===== src/rtl/la_stream_bridge.sv =====
// Bridge between level-toggled LA strobes and full-rate vld/rdy core channels, FIFO buffered both ways.
// Define LA_SYNC_EN to put 2-flop synchronisers on la_in_vld/la_in_dat/la_out_ack (+2 cycle latency).
module la_sb_fifo #(
   parameter int W     = 8,
   parameter int DEPTH = 4
) (
   input  logic         clk,
   input  logic         arst_n,
   input  logic         push,
   input  logic         pop,
   input  logic [W-1:0] wr_dat,
   output logic [W-1:0] rd_dat,
   output logic         empty,
   output logic         full
);
   localparam int AW = $clog2(DEPTH);
   localparam int CW = $clog2(DEPTH + 1);

   logic [W-1:0]  mem [DEPTH];
   logic [AW-1:0] wr_ptr, rd_ptr;
   logic [CW-1:0] count;
   logic          wr_en, rd_en;

   assign empty  = (count == '0);
   assign full   = (count == CW'(DEPTH));
   assign rd_en  = pop & ~empty;
   // A push into a full FIFO is taken only when a pop frees the slot that same cycle.
   assign wr_en  = push & (~full | rd_en);
   assign rd_dat = mem[rd_ptr];

   always_ff @(posedge clk or negedge arst_n) begin
      if (!arst_n) begin
         wr_ptr <= '0;
         rd_ptr <= '0;
         count  <= '0;
      end else begin
         if (wr_en) wr_ptr <= wr_ptr + 1'b1;
         if (rd_en) rd_ptr <= rd_ptr + 1'b1;
         case ({wr_en, rd_en})
            2'b10:   count <= count + 1'b1;
            2'b01:   count <= count - 1'b1;
            default: count <= count;
         endcase
      end
   end

   always_ff @(posedge clk) begin
      if (wr_en) mem[wr_ptr] <= wr_dat;
   end
endmodule

module la_stream_bridge #(
   parameter int IN_W      = 12,
   parameter int OUT_W     = 24,
   parameter int IN_DEPTH  = 4,
   parameter int OUT_DEPTH = 4
) (
   input  logic             clk,
   input  logic             arst_n,
   input  logic [IN_W-1:0]  la_in_dat,
   input  logic             la_in_vld,
   output logic             la_in_full,
   output logic             la_in_ovf,
   output logic [IN_W-1:0]  chn_in_dat,
   output logic             chn_in_vld,
   input  logic             chn_in_rdy,
   input  logic [OUT_W-1:0] chn_out_dat,
   input  logic             chn_out_vld,
   output logic             chn_out_rdy,
   output logic [OUT_W-1:0] la_out_dat,
   output logic             la_out_vld,
   input  logic             la_out_ack
);
   logic            in_vld_q, out_ack_q;
   logic [IN_W-1:0] in_dat_q;

`ifdef LA_SYNC_EN
   logic [1:0]      in_vld_s, out_ack_s;
   logic [IN_W-1:0] in_dat_s0, in_dat_s1;

   always_ff @(posedge clk or negedge arst_n) begin
      if (!arst_n) begin
         in_vld_s  <= 2'b11;
         out_ack_s <= 2'b11;
         in_dat_s0 <= '0;
         in_dat_s1 <= '0;
      end else begin
         in_vld_s  <= {in_vld_s[0], la_in_vld};
         out_ack_s <= {out_ack_s[0], la_out_ack};
         in_dat_s0 <= la_in_dat;
         in_dat_s1 <= in_dat_s0;
      end
   end

   assign in_vld_q  = in_vld_s[1];
   assign out_ack_q = out_ack_s[1];
   assign in_dat_q  = in_dat_s1;
`else
   assign in_vld_q  = la_in_vld;
   assign out_ack_q = la_out_ack;
   assign in_dat_q  = la_in_dat;
`endif

   // History resets high so a strobe already high at reset release is not an edge.
   logic in_vld_prev, out_ack_prev;
   logic in_evt, out_evt, in_pop, in_empty, out_empty, out_full;

   always_ff @(posedge clk or negedge arst_n) begin
      if (!arst_n) begin
         in_vld_prev  <= 1'b1;
         out_ack_prev <= 1'b1;
      end else begin
         in_vld_prev  <= in_vld_q;
         out_ack_prev <= out_ack_q;
      end
   end

   assign in_evt  = in_vld_q & ~in_vld_prev;
   assign out_evt = out_ack_q & ~out_ack_prev;

   la_sb_fifo #(.W(IN_W), .DEPTH(IN_DEPTH)) u_in_fifo (
      .clk    (clk),
      .arst_n (arst_n),
      .push   (in_evt),
      .pop    (in_pop),
      .wr_dat (in_dat_q),
      .rd_dat (chn_in_dat),
      .empty  (in_empty),
      .full   (la_in_full)
   );

   assign chn_in_vld = ~in_empty;
   assign in_pop     = chn_in_vld & chn_in_rdy;

   always_ff @(posedge clk or negedge arst_n) begin
      if (!arst_n)                              la_in_ovf <= 1'b0;
      else if (in_evt & la_in_full & ~in_pop)   la_in_ovf <= 1'b1;
   end

   la_sb_fifo #(.W(OUT_W), .DEPTH(OUT_DEPTH)) u_out_fifo (
      .clk    (clk),
      .arst_n (arst_n),
      .push   (chn_out_vld & chn_out_rdy),
      .pop    (out_evt),
      .wr_dat (chn_out_dat),
      .rd_dat (la_out_dat),
      .empty  (out_empty),
      .full   (out_full)
   );

   assign chn_out_rdy = ~out_full;
   assign la_out_vld  = ~out_empty;
endmodule

===== config.mk =====
export PLATFORM = sky130hd
export DESIGN_NAME = la_stream_bridge
export DESIGN_NICKNAME = d
export VERILOG_FILES = /design/src/rtl/la_stream_bridge.sv
export SDC_FILE = /design/constraint.sdc
export NUM_CORES = 1
export LEC_CHECK = 0
export CAP_MARGIN = 20
export CORE_ASPECT_RATIO = 0.5
export CORE_UTILIZATION = 45
export CTS_CLUSTER_SIZE = 20
export DETAILED_ROUTE_END_ITERATION = 12
export GPL_TIMING_DRIVEN = 0
export PLACE_DENSITY_LB_ADDON = 0.08
export REMOVE_ABC_BUFFERS = 1
export SYNTH_ARGS = -nofsm -noshare
export SYNTH_HDL_FRONTEND = slang
export SYNTH_SLANG_ARGS = --single-unit

===== constraint.sdc =====
create_clock -name clk -period 5.51 [get_ports clk]
set_input_delay 0.551 -clock clk [delete_from_list [all_inputs] [get_ports clk]]
set_output_delay 0.551 -clock clk [all_outputs]
set_load 0.005 [all_outputs]

* After elaboration in Yosys (flattened, before gate mapping)
Memory sizes are Yosys's and may differ from the RTL's.
Cells that the tools add are included.
** Storage, ports and cells
- Bits in registers :: 17
- Memory bits (writable) :: 144
- Input bits :: 42
- Output and inout bits :: 41
- Memories :: 2
** Memories
- u_out_fifo.mem :: depth 4, bits a word 24, read ports 1, clocked after memory_dff 0, wr ports 1, line 19 : logic [W-1:0] mem [DEPTH];
- u_in_fifo.mem :: depth 4, bits a word 12, read ports 1, clocked after memory_dff 0, wr ports 1, line 19
** Cells by class
- Add/subtract/negate cells :: 8
- Equal/unequal tests :: 6
- Multiplexer cells :: 6
- Bitwise logic cells :: 19
- Reduce and logical (&&, ||, !) cells :: 4
** Operators by type and width (number)
- case mux 3 bit (2 select lines) :: 2
- bitwise AND 1 bit :: 10
- adder 2 x 1 -> 2 bit, second input constant :: 4
- NOT 1 bit :: 7
- adder 3 x 1 -> 3 bit, second input constant :: 2
- == test 3 bit, second input constant :: 2
- zero test 3 bit :: 2
- subtractor 3 x 1 -> 3 bit, second input constant :: 2
- == test 2 x 1 -> 1 bit, second input constant :: 2
- == test 2 bit, second input constant :: 2
- 2-to-1 mux 1 bit :: 4
- nonzero test 2 bit :: 2
- OR 1 bit :: 2

* Logic depth before layout (Yosys ltp)
- Word-level depth :: 8
- Depth in mapped cells :: 9

* Hierarchy
From an unflattened synthesis, not the netlist that was laid out.
** Second synthesis, totals
- Cell total of the unflattened synthesis :: 303
- Area total of the unflattened synthesis :: 6386.1 um2
** Modules (own cells, without submodules)
- la_sb_fifo at u_out_fifo :: times used 1, cells an instance 180, area each 3982.6 um2, seq. area each 3057.9 um2
- la_sb_fifo at u_in_fifo :: times used 1, cells an instance 111, area each 2262.2 um2, seq. area each 1616.6 um2
- la_stream_bridge :: times used 1, cells an instance 12, area each 141.4 um2, seq. area each 77.6 um2

* Worst setup path before layout
No wires, ideal clock.
- Kind :: input to register
- Start :: in chn_in_rdy
- End :: reg u_in_fifo.count[2]
- Data arrival time :: 2.010 ns
- Data required time :: 5.431 ns
- Path slack :: 3.421 ns
- Cell stages on the path :: 9
- Cell sequence :: nor4b_2 > nor3b_2 > inv_1 > ha_1 > inv_1 > fa_1 > xor2_1 > nor2_1 > xor2_1
** On the way
- Word-level cells in the longest chain between the ends :: 6
** Ends and longest elaborated chain
- start: declaration :: line 66 : input logic chn_in_rdy,
- bitwise AND 1 bit * :: line 133 : assign in_pop = chn_in_vld & chn_in_rdy;
- bitwise AND 1 bit * :: line 26 : assign rd_en = pop & ~empty;
- OR 1 bit :: line 28 : assign wr_en = push & (~full | rd_en);
- bitwise AND 1 bit :: line 28
- == test 2 x 1 -> 1 bit or == test 2 bit (tied branches) :: line 39 : case ({wr_en, rd_en})
- case mux 3 bit (2 select lines) or nonzero test 2 bit (tied branches)
- end signal: assignment :: line 40 : 2'b10: count <= count + 1'b1;
- end signal: assignment :: line 41 : 2'b01: count <= count - 1'b1;
- end signal: assignment :: line 42 : default: count <= count;
- end: declaration :: line 21 : logic [CW-1:0] count;
Every way passes the cells marked *; elsewhere a longest branch is shown, timed or not.
A chain may end at the register's enable or synchronous reset.

* Worst setup path in the final report
- Start :: reg u_in_fifo.rd_ptr[0]
- End :: out chn_in_dat[3]
** On the way
- Word-level cells in the longest chain between the ends :: 1
** Ends and longest elaborated chain
- start: declaration :: line 20 : logic [AW-1:0] wr_ptr, rd_ptr;
- start signal: assignment :: line 38 : if (rd_en) rd_ptr <= rd_ptr + 1'b1;
- memory (4 x 12 bit)
- end: declaration :: line 64 : output logic [IN_W-1:0] chn_in_dat,
Every way passes these cells.

==> metrics.md <==
| Metric | Value |
|---|---|
| Run status | `finished, final reports clean` |
| CTS H-tree depth | `4` |
| Register area share after synthesis | `77.3%` |
| Reg2reg path depth | `9` |
| Startpoint class of the critical path | `flip-flop` |
| Seq pwr share | `42.0%` |
| Cell family with most CP delay | `flip-flops` |
| Clk slew on worst S/H paths | `0.06 ns` |
| CTS tree | `built` |
| Gr ovfl total | `0` |
| Layout area overhead | `27.2%` |
| Most common cell after layout, fill and taps aside | `edfxtp_1` |
| PortBufs | `82` |
| Fmax | `338 MHz` |
| M3 GR Usage | `5.23%` |
| Post-CTS Resized | `0` |
| Vias in the first global route | `3226` |
| Fillers | `940` |
| Clock Root Buffer | `clkbuf_16` |
| Critical path buffer and inverter count | `1` |
| Final wirelength | `10500 um` |
| DRT iter0 DRCs | `156` |
| Clk network pwr share | `30.0%` |
| GRT Overall Usage | `16.1%` |
| # diodes | `0` |
| P_int | `3.13 mW` |
| Number of iterations in the first detailed-routing pass | `4` |
| I/O Pins | `83` |
| Min-delay src | `la_in_ovf$_DFFE_PN0P_` |
| Worst R2R Setup Slack | `3.26 ns` |
| Clock sink total | `161` |
| Vias per inst | `5.16` |
| Minimum hold slack | `0.474 ns` |
| Slowest CP cell | `dfrtp_1` |
| Wire per inst | `19.3 um` |
| Initial Util | `47.3%` |
| Final worst-path cycle share | `53.8%` |
| Hold Vio Cnt, Final | `0` |
| Cells after Synth | `270` |
| Storage element area | `4750 um2` |
| Slew @ Worst Pin | `0.846 ns` |
| Area of the multi-input gates | `1300 um2` |
| Setup violations, final | `0` |
| DRC errors left | `0` |
| Layout cells sized above 1 | `21.9%` |
| Die area | `14200 um2` |
| Non-filler cells, final | `545` |
| Placed insts | `515` |
| Setup Skew | `0.0108 ns` |
| Lkg Pwr | `2.69 nW` |
| Worst vdd ir | `0.192 mV` |
| Hold buffer count at CTS | `0` |
| Max Fanout on Critical Path | `14` |
| Worst slack, placed | `2.66 ns` |
| Routed Antenna Nets | `0` |
| Cell Area, Synth | `6150 um2` |
| Max-slew violations | `0` |
| DPL Wire Length | `6540 um` |
| Yosys cell types | `31` |
| Ys Warns | `0` |
| Switching power | `1.08 mW` |
| CP max stage delay | `0.89 ns` |
| Launching point of the worst reg2reg path | `u_in_fifo.count[0]$_DFFE_PN0P_` |
| Util after Layout | `60.2%` |
| Largest net degree at the start of global routing | `25` |
| PD cells | `538 nW/um2` |
| Data arrival, critical path | `2.41 ns` |
| GRT met2 Usage | `28.7%` |
| M1 GR Usage | `18.3%` |
| CP cell instances | `mux4_2 -> clkdlybuf4s50_1` |
| Overall die height | `84.7 um` |
| Worst setup EP type | `output pin` |
| Setup bufs post-CTS | `0` |
| Fin nets | `418` |
| Final Wtd Congestion | `0.749` |
| Area of the core | `13000 um2` |
| Slew margin rel. | `43.6%` |
| Hold crit path type | `reg -> reg` |
| #FFs+latches synth | `161` |
| Levels on crit path | `2` |
| R2r endpoint | `u_in_fifo.count[2]$_DFFE_PN0P_` |
| Min Tclk post-route | `2.96 ns` |
| CP required | `4.96 ns` |
| Total CTS buffers | `17` |
| Syn Area/Cell | `22.8 um2` |
| Count of max-cap constraint violations | `0` |
| Critical path class | `reg -> out` |
| Crit path to | `chn_in_dat[3]` |
| Crit. Startpoint | `u_in_fifo.rd_ptr[0]$_DFFE_PN0P_` |
| Clk Latency, worst-skew pair | `0.41 ns` |
| Most frequent cells in the layout | `edfxtp_1 (144), clkdlybuf4s50_1 (82), mux4_2 (36)` |
| Initial antenna violation count | `0` |
| First-pass GRT wire length | `16600 um` |
| Setup TNS | `0 ns` |
| Switching part of the total | `25.6%` |
| Clock buffer depth | `2` |
| Chip Width | `167 um` |
| Busiest layer in global routing | `met2` |
| Vias | `2812` |
| Final setup margin | `2.55 ns` |
| FP Rows | `29` |
| Comb pwr share | `28.0%` |
| Unrepaired setup endpoints after global routing | `false` |
-- power by group through the flow --
stage	registers, mW	clock network [mW]	logic [mW]
final	1.77	1.26	1.18
after global routing	1.80	1.34	1.27
after CTS	1.78	1.28	1.21
after detailed placement	1.80	0	1.20
after global placement	1.83	0	1.07
after floorplan	1.77	0	0.577
-- how the worst min path moves through the flow --
stage | end | depth (start not counted)
after floorplan | la_in_ovf$_DFFE_PN0P_ | 0
after global placement | la_in_ovf$_DFFE_PN0P_ | 1
after detailed placement | la_in_ovf$_DFFE_PN0P_ | 1
after CTS | la_in_ovf$_DFFE_PN0P_ | 1
after global routing | u_out_fifo.count[2]$_DFFE_PN0P_ | 1
final | la_in_ovf$_DFFE_PN0P_ | 1
-- logic make-up (layout without fill, tap and decap cells) --
family	after synthesis	after routing	share of synthesized area (%)
mux	39	39	13.8
fa+ha+maj	12	12	2.69
flops	161	161	77.3
xor+xnor	12	12	1.71
simple gates	21	21	2.54
compound gates	3	3	0.366
buf+inv	22	127	1.63
-- metal layers --
metal / routed length, um / part of all wire (%)
met5: 0 / 0
met4: 72 / 0.69
met3: 429 / 4.1
met2: 5600 / 53
met1: 4400 / 42
-- per-stage QoR --
stage	power [mW]	area, um2
6_report	4.21	7820
3_3_place_gp	2.90	7130
3_5_place_dp	3.00	7190
2_1_floorplan	2.34	6100
4_1_cts	4.27	7820
5_1_grt	4.41	7820
-- sequential cells by signal (all words and copies together) (netlist names), 2 cells and up --
register / flops
u_in_fifo.mem: 48
u_out_fifo.mem: 96
u_out_fifo.count: 3
u_out_fifo.rd_ptr: 2
u_in_fifo.rd_ptr: 2
u_in_fifo.wr_ptr: 2
u_in_fifo.count: 3
u_out_fifo.wr_ptr: 2
-- cells in the mapped netlist --
cell / count / share of area, %
nand2_1: 2 / 0.12
and3b_1: 1 / 0.14
nor4b_2: 1 / 0.24
o31a_1: 1 / 0.14
o21ai_0: 1 / 0.081
nor2_1: 2 / 0.12
or3_1: 1 / 0.10
buf_2: 5 / 0.41
buf_4: 3 / 0.37
edfxtp_1: 144 / 70
and2_4: 1 / 0.14
mux2_2: 1 / 0.18
nor3b_2: 1 / 0.20
or3b_4: 1 / 0.18
and4b_1: 1 / 0.16
mux2_4: 1 / 0.24
inv_1: 13 / 0.79
xor2_1: 7 / 1.0
mux2i_1: 1 / 0.16
and3_2: 4 / 0.49
xnor2_1: 5 / 0.71
or3_2: 1 / 0.12
mux4_2: 36 / 13
dfrtp_1: 15 / 6.1
dfstp_2: 2 / 0.85
clkbuf_1: 1 / 0.061
ha_1: 10 / 2.0
and2_1: 4 / 0.41
and3_1: 1 / 0.10
fa_1: 2 / 0.65
a31o_2: 1 / 0.14
-- final cells by class --
class	instances	share of cell area, %
Clock buffer	17	5.44
Clock inverter	13	2.69
Timing Repair Buffer	84	11.2
Tap cell	170	2.72
Inverter	13	0.624
Sequential cell	161	60.8
Multi-Input combinational cell	87	16.6
No activity file was read; power rests on OpenSTA's default activity.
